`src/rtl/traffic_pkg.sv`:
```
// ---------------------------------------------------------------------------
// traffic_pkg
// Shared definitions for the traffic-light timing blocks.
//   DEF_DIV_W   : default prescaler divisor width
//   DEF_DIV     : divisor loaded at reset (clock cycles per tick)
//   DEF_CNT_W   : default phase timer width
//   tmr_state_t : phase timer states
// ---------------------------------------------------------------------------
package traffic_pkg;

  localparam int DEF_DIV_W = 16;
  localparam int DEF_DIV   = 6;
  localparam int DEF_CNT_W = 8;

  typedef enum logic {
    IDLE = 1'b0,
    RUN  = 1'b1
  } tmr_state_t;

endpackage

```
`src/rtl/tick_prescaler.sv`:
```
// ---------------------------------------------------------------------------
// tick_prescaler
// Runtime-programmable clock divider. Emits a one-cycle tick every div_reg
// enabled cycles and a square wave sq that toggles on every tick.
//
// Ports
//   clk        in   system clock, rising edge
//   reset      in   asynchronous, active-low reset
//   en         in   count enable; low freezes pcnt and sq
//   div_load   in   capture div_value into div_reg (ignored when zero)
//   div_value  in   new divisor, clock cycles per tick
//   restart    in   clear pcnt this cycle (valid divisor or timer load)
//   tick       out  registered one-cycle pulse
//   sq         out  registered square wave, period 2 x divisor
//   tick_next  out  combinational: tick will be set on this edge
// ---------------------------------------------------------------------------
module tick_prescaler
  import traffic_pkg::*;
#(
  parameter int DIV_W       = DEF_DIV_W,
  parameter int DEFAULT_DIV = DEF_DIV
) (
  input  logic             clk,
  input  logic             reset,
  input  logic             en,
  input  logic             div_load,
  input  logic [DIV_W-1:0] div_value,
  input  logic             restart,
  output logic             tick,
  output logic             sq,
  output logic             tick_next
);

  logic [DIV_W-1:0] div_reg;
  logic [DIV_W-1:0] pcnt;
  logic             div_ok;
  logic             at_terminal;

  // A zero divisor would leave the counter without a terminal value, so it
  // is simply not accepted.
  assign div_ok      = div_load && (div_value != '0);
  assign at_terminal = (pcnt == div_reg - DIV_W'(1));

  // The timer must decrement exactly on the edges that raise tick, so this
  // mirrors the tick branch below, including suppression by restart.
  assign tick_next = en && at_terminal && !restart;

  always_ff @(posedge clk or negedge reset) begin
    if (!reset) begin
      div_reg <= DIV_W'(DEFAULT_DIV);
      pcnt    <= '0;
      tick    <= 1'b0;
      sq      <= 1'b0;
    end else begin
      if (div_ok) begin
        div_reg <= div_value;
      end
      // Restart wins over counting and is honoured even while disabled,
      // so the first tick after any load is a full period away.
      if (restart) begin
        pcnt <= '0;
        tick <= 1'b0;
      end else if (en) begin
        if (at_terminal) begin
          pcnt <= '0;
          tick <= 1'b1;
          sq   <= ~sq;
        end else begin
          pcnt <= pcnt + DIV_W'(1);
          tick <= 1'b0;
        end
      end else begin
        tick <= 1'b0;
      end
    end
  end

endmodule

```
`src/rtl/second_timer.sv`:
```
// ---------------------------------------------------------------------------
// second_timer
// Programmable second generator plus loadable down-counting phase timer for
// the traffic-light sequencer. The timer counts prescaler ticks and pulses
// tmr_done for one cycle when the loaded duration has elapsed.
//
// Ports
//   clk            in   system clock, rising edge
//   reset          in   asynchronous, active-low reset
//   en             in   enable; low freezes prescaler and timer
//   div_load       in   load div_value as the new divisor
//   div_value      in   divisor in clock cycles per tick (zero ignored)
//   tmr_load       in   start/restart the timer with tmr_value
//   tmr_value      in   timer duration in ticks (zero ignored)
//   tick           out  one-cycle pulse every divisor enabled cycles
//   sq             out  square wave toggling on every tick
//   tmr_busy       out  timer running
//   tmr_remaining  out  ticks left
//   tmr_done       out  one-cycle expiry pulse
// ---------------------------------------------------------------------------
module second_timer
  import traffic_pkg::*;
#(
  parameter int DIV_W       = DEF_DIV_W,
  parameter int DEFAULT_DIV = DEF_DIV,
  parameter int CNT_W       = DEF_CNT_W
) (
  input  logic             clk,
  input  logic             reset,
  input  logic             en,
  input  logic             div_load,
  input  logic [DIV_W-1:0] div_value,
  input  logic             tmr_load,
  input  logic [CNT_W-1:0] tmr_value,
  output logic             tick,
  output logic             sq,
  output logic             tmr_busy,
  output logic [CNT_W-1:0] tmr_remaining,
  output logic             tmr_done
);

  tmr_state_t state;
  logic       tmr_start;
  logic       restart;
  logic       tick_next;

  assign tmr_start = tmr_load && (tmr_value != '0);

  // Both a new divisor and a new timer duration realign the prescaler;
  // when they coincide the counter is still cleared just once.
  assign restart = (div_load && (div_value != '0)) || tmr_start;

  tick_prescaler #(
    .DIV_W       (DIV_W),
    .DEFAULT_DIV (DEFAULT_DIV)
  ) u_prescaler (
    .clk       (clk),
    .reset     (reset),
    .en        (en),
    .div_load  (div_load),
    .div_value (div_value),
    .restart   (restart),
    .tick      (tick),
    .sq        (sq),
    .tick_next (tick_next)
  );

  // The state register is the busy flag, so busy rises on the loading edge
  // and falls on the same edge that raises tmr_done.
  assign tmr_busy = (state == RUN);

  // In RUN the remaining count is always at least 1, so expiry is detected
  // at 1 and the counter can never wrap below zero.
  always_ff @(posedge clk or negedge reset) begin
    if (!reset) begin
      state         <= IDLE;
      tmr_remaining <= '0;
      tmr_done      <= 1'b0;
    end else begin
      tmr_done <= 1'b0;
      if (tmr_start) begin
        state         <= RUN;
        tmr_remaining <= tmr_value;
      end else begin
        case (state)
          RUN: begin
            if (tick_next) begin
              if (tmr_remaining == CNT_W'(1)) begin
                tmr_remaining <= '0;
                tmr_done      <= 1'b1;
                state         <= IDLE;
              end else begin
                tmr_remaining <= tmr_remaining - CNT_W'(1);
              end
            end
          end
          default: begin
            state <= IDLE;
          end
        endcase
      end
    end
  end

endmodule

```
`config.mk`:
```
export PLATFORM = sky130hd
export DESIGN_NAME = second_timer
export DESIGN_NICKNAME = d
export VERILOG_FILES = /design/src/rtl/traffic_pkg.sv /design/src/rtl/tick_prescaler.sv /design/src/rtl/second_timer.sv
export SDC_FILE = /design/constraint.sdc
export NUM_CORES = 1
export LEC_CHECK = 0
export CORE_ASPECT_RATIO = 1.4
export CORE_MARGIN = 4
export CORE_UTILIZATION = 59
export DETAILED_ROUTE_END_ITERATION = 6
export PLACE_DENSITY = 0.86
export SLEW_MARGIN = 40
export SYNTH_ARGS = -nofsm -noshare
export SYNTH_HDL_FRONTEND = slang
export SYNTH_SLANG_ARGS = --single-unit
export TNS_END_PERCENT = 20
```
`constraint.sdc`:
```
create_clock -name clk -period 7.1 [get_ports clk]
set_input_delay 1.065 -clock clk [delete_from_list [all_inputs] [get_ports clk]]
set_output_delay 1.065 -clock clk [all_outputs]
set_load 0.005 [all_outputs]
```
==> flow_summary.json <==
{
  "netlist_instances": 309,
  "dieArea_sq_um": 6030,
  "htreeDepth": 2,
  "yosys_most_used_dff": "dfrtp_1",
  "p_leak_nw": 1.427,
  "core_sq_um": 4608,
  "vias_per_cell": 6.462,
  "reg2reg_depth": 10,
  "post_drt_wl_per_cell_um": 17.78,
  "first_pass_iters": 5,
  "power_switching_mw": 0.1711,
  "syn2layout_area_growth_pct": 17.19,
  "cp.required_ns": 7.29,
  "ctsResizeCount": 0,
  "wirelength_um": 7236,
  "grt_pass1_vias": 2535,
  "multiInputGateArea_sq_um": 1603,
  "p_comb_frac": 0.193,
  "overflow": 0,
  "antenna_found_initial": 0,
  "die_x_um": 66.78,
  "p_clk_frac": 0.297,
  "dp_hpwl_um": 5350,
  "setup_viol": 0,
  "route.detailed.drc": 0,
  "swShare": 0.3036,
  "critPathArrivalTime_ns": 3.80,
  "final-seq-area_sq_um": 1104,
  "fmax_mhz": 276.6,
  "internal_power_mw": 0.3924,
  "grt_usage": 0.2551,
  "async_flop_share": 1.000,
  "n_antenna_cell": 0,
  "worstMarginPinSlew_ns": 0.7979,
  "slew_viol_final": 0,
  "cts_buffers": 5,
  "relSlewSlack": 0.4680,
  "clockBufferDepth": 2,
  "drive_above_1_share": 0.08986,
  "pwr_density_cell_nw_per_um2": 168.5,
  "synth-seq-area-share": 0.3867,
  "status": "finished clean",
  "path_clk_slew_ns": 0.10,
  "die_h_um": 90.29,
  "post-route-min-period_ns": 3.615,
  "cts_setup_buffers": 0,
  "critPathMaxFanout": 28,
  "ir_drop_uv": 150.1,
  "final_nets": 377,
  "synth_area_sq_um": 2854,
  "crit_type": "register to register",
  "timing.setup.tns_ns": 0,
  "synth-seq-cells": 44,
  "rows": 29,
  "root_buffer": "clkbuf_8",
  "finalHoldViolCount": 0,
  "synth_top_area_cell": "dfrtp_1",
  "ioPinCount": 41,
  "syn_nets": 342,
  "cts_tree": "done",
  "cts_sinks": 44,
  "via_count": 2630,
  "min_path_type": "register to register",
  "grt_pass1_wl_um": 12040,
  "hold_path_depth": 1,
  "gp_congestion": 0.9530,
  "clock_skew_ns": 0.01153,
  "synth_edf_count": 0,
  "totalPowerFinal_mw": 0.5634,
  "numPortBuffers": 40,
  "cp-start-kind": "register",
  "drt_iter0_markers": 222,
  "maxCapViolCount": 0,
  "fillCellCount": 357,
  "endpoint_kind": "register",
  "ant_nets": 0,
  "ys_types": 60,
  "ctsHoldBuffers": 0,
  "synth_area_per_cell_sq_um": 9.236,
  "clock_latency_ns": 0.31,
  "grt_max_degree": 45,
  "period_share": 0.5092,
  "rsz0062_at_grt": "no",
  "seqPwrFrac": 0.510,
  "synth_area_leaders": "dfrtp_1 37%, mux2_2 5.1%, nand2_1 3.6%",
  "start_util": 0.6193,
  "final_util": 0.7258,
  "yosys_warnings": 0,
  "synth_top_area_share": 0.3683
}
[layout make-up]
cell class | instances | area share
tap | 62 | 0.02319
multi-input combinational | 236 | 0.4792
inverter | 16 | 0.01796
sequential | 44 | 0.3300
timing repair buffer | 41 | 0.1212
clock inverter | 3 | 0.007856
clock buffer | 5 | 0.02058
[cells by family after synthesis]
family,share of synthesized area
adder cells (fa/ha/maj),0.01754
XOR/XNOR,0.05831
AND/OR/NAND/NOR,0.2608
AO/OA/AOI/OAI,0.1701
flip-flops,0.3867
multiplexers,0.05480
buffers and inverters,0.05173
[per-layer routing]
metal | global-route usage | up-vias | routed length [um]
li1 | - | 1215 | -
met1 | 0.3261 | 1277 | 2877
met2 | 0.4263 | 115 | 3738
met3 | 0.04234 | 23 | 420
met4 | 0.08983 | 0 | 199
met5 | 0 | - | 0
[power by group through the flow]
stage	combinational, mW	clock [mW]	sequential, mW
global route	0.119	0.183	0.290
finish	0.109	0.167	0.287
floorplan	0.0658	0	0.283
global placement	0.104	0	0.291
CTS	0.108	0.172	0.287
detailed placement	0.107	0	0.291
[synthesized netlist by cell type, drive strengths merged, types with 8 or more instances]
master   n
a21o    11
and3    13
dfrtp   42
inv     16
mux2    13
nand2   27
nor2    18
nor3    11
nor3b    9
nor4    12
o21ai   20
xnor2   11
xor2     8
[final timing paths]
| kind | startpoint | end | slack (ns) |
|---|---|---|---|
| max | u_prescaler.div_reg[0]$_DFFE_PN0P_ | u_prescaler.pcnt[2]$_DFFE_PN0P_ | 3.48 |
| min | u_prescaler.sq$_DFFE_PN0P_ | u_prescaler.sq$_DFFE_PN0P_ | 0.50 |
| max reg2reg | u_prescaler.div_reg[0]$_DFFE_PN0P_ | u_prescaler.pcnt[2]$_DFFE_PN0P_ | 3.48 |
| min reg2reg | u_prescaler.sq$_DFFE_PN0P_ | u_prescaler.sq$_DFFE_PN0P_ | 0.50 |
| max in group asynchronous | reset | u_prescaler.pcnt[9]$_DFFE_PN0P_ | 5.99 |
| min in group asynchronous | reset | tmr_remaining[3]$_DFFE_PN0P_ | 0.74 |
[stage by stage]
stage          cells  area (sq um)  setup slack [ns]  hold slack (ns)
3_3_place_gp     399          3247             3.407           0.4586
2_1_floorplan    309          2854             4.010           0.4647
6_report         407          3344             3.485           0.5022
4_1_cts          407          3344             3.525           0.5115
5_1_grt          407          3344             3.286           0.5407
3_5_place_dp     399          3249             3.416           0.4856
[cells in the final DEF (no fill, tap or decap), types with 12 or more instances in the layout]
cell,instances
clkdlybuf4s50_1,39
and3_1,13
nor2_1,18
dfrtp_1,42
nor4_1,12
nand2_1,27
o21ai_0,20
mux2_2,13
inv_1,16
[critical path, stage by stage (launching register included)]
cell and delay (ns):
dfrtp_1 0.44, inv_1 0.11, ha_1 0.29, or3b_2 0.52
or4_1 0.41, a211oi_1 0.24, a311o_1 0.15, and3_1 0.21
a21o_1 0.66, o21ai_0 0.15, mux2_2 0.30
(Power assumes the default switching activity.)
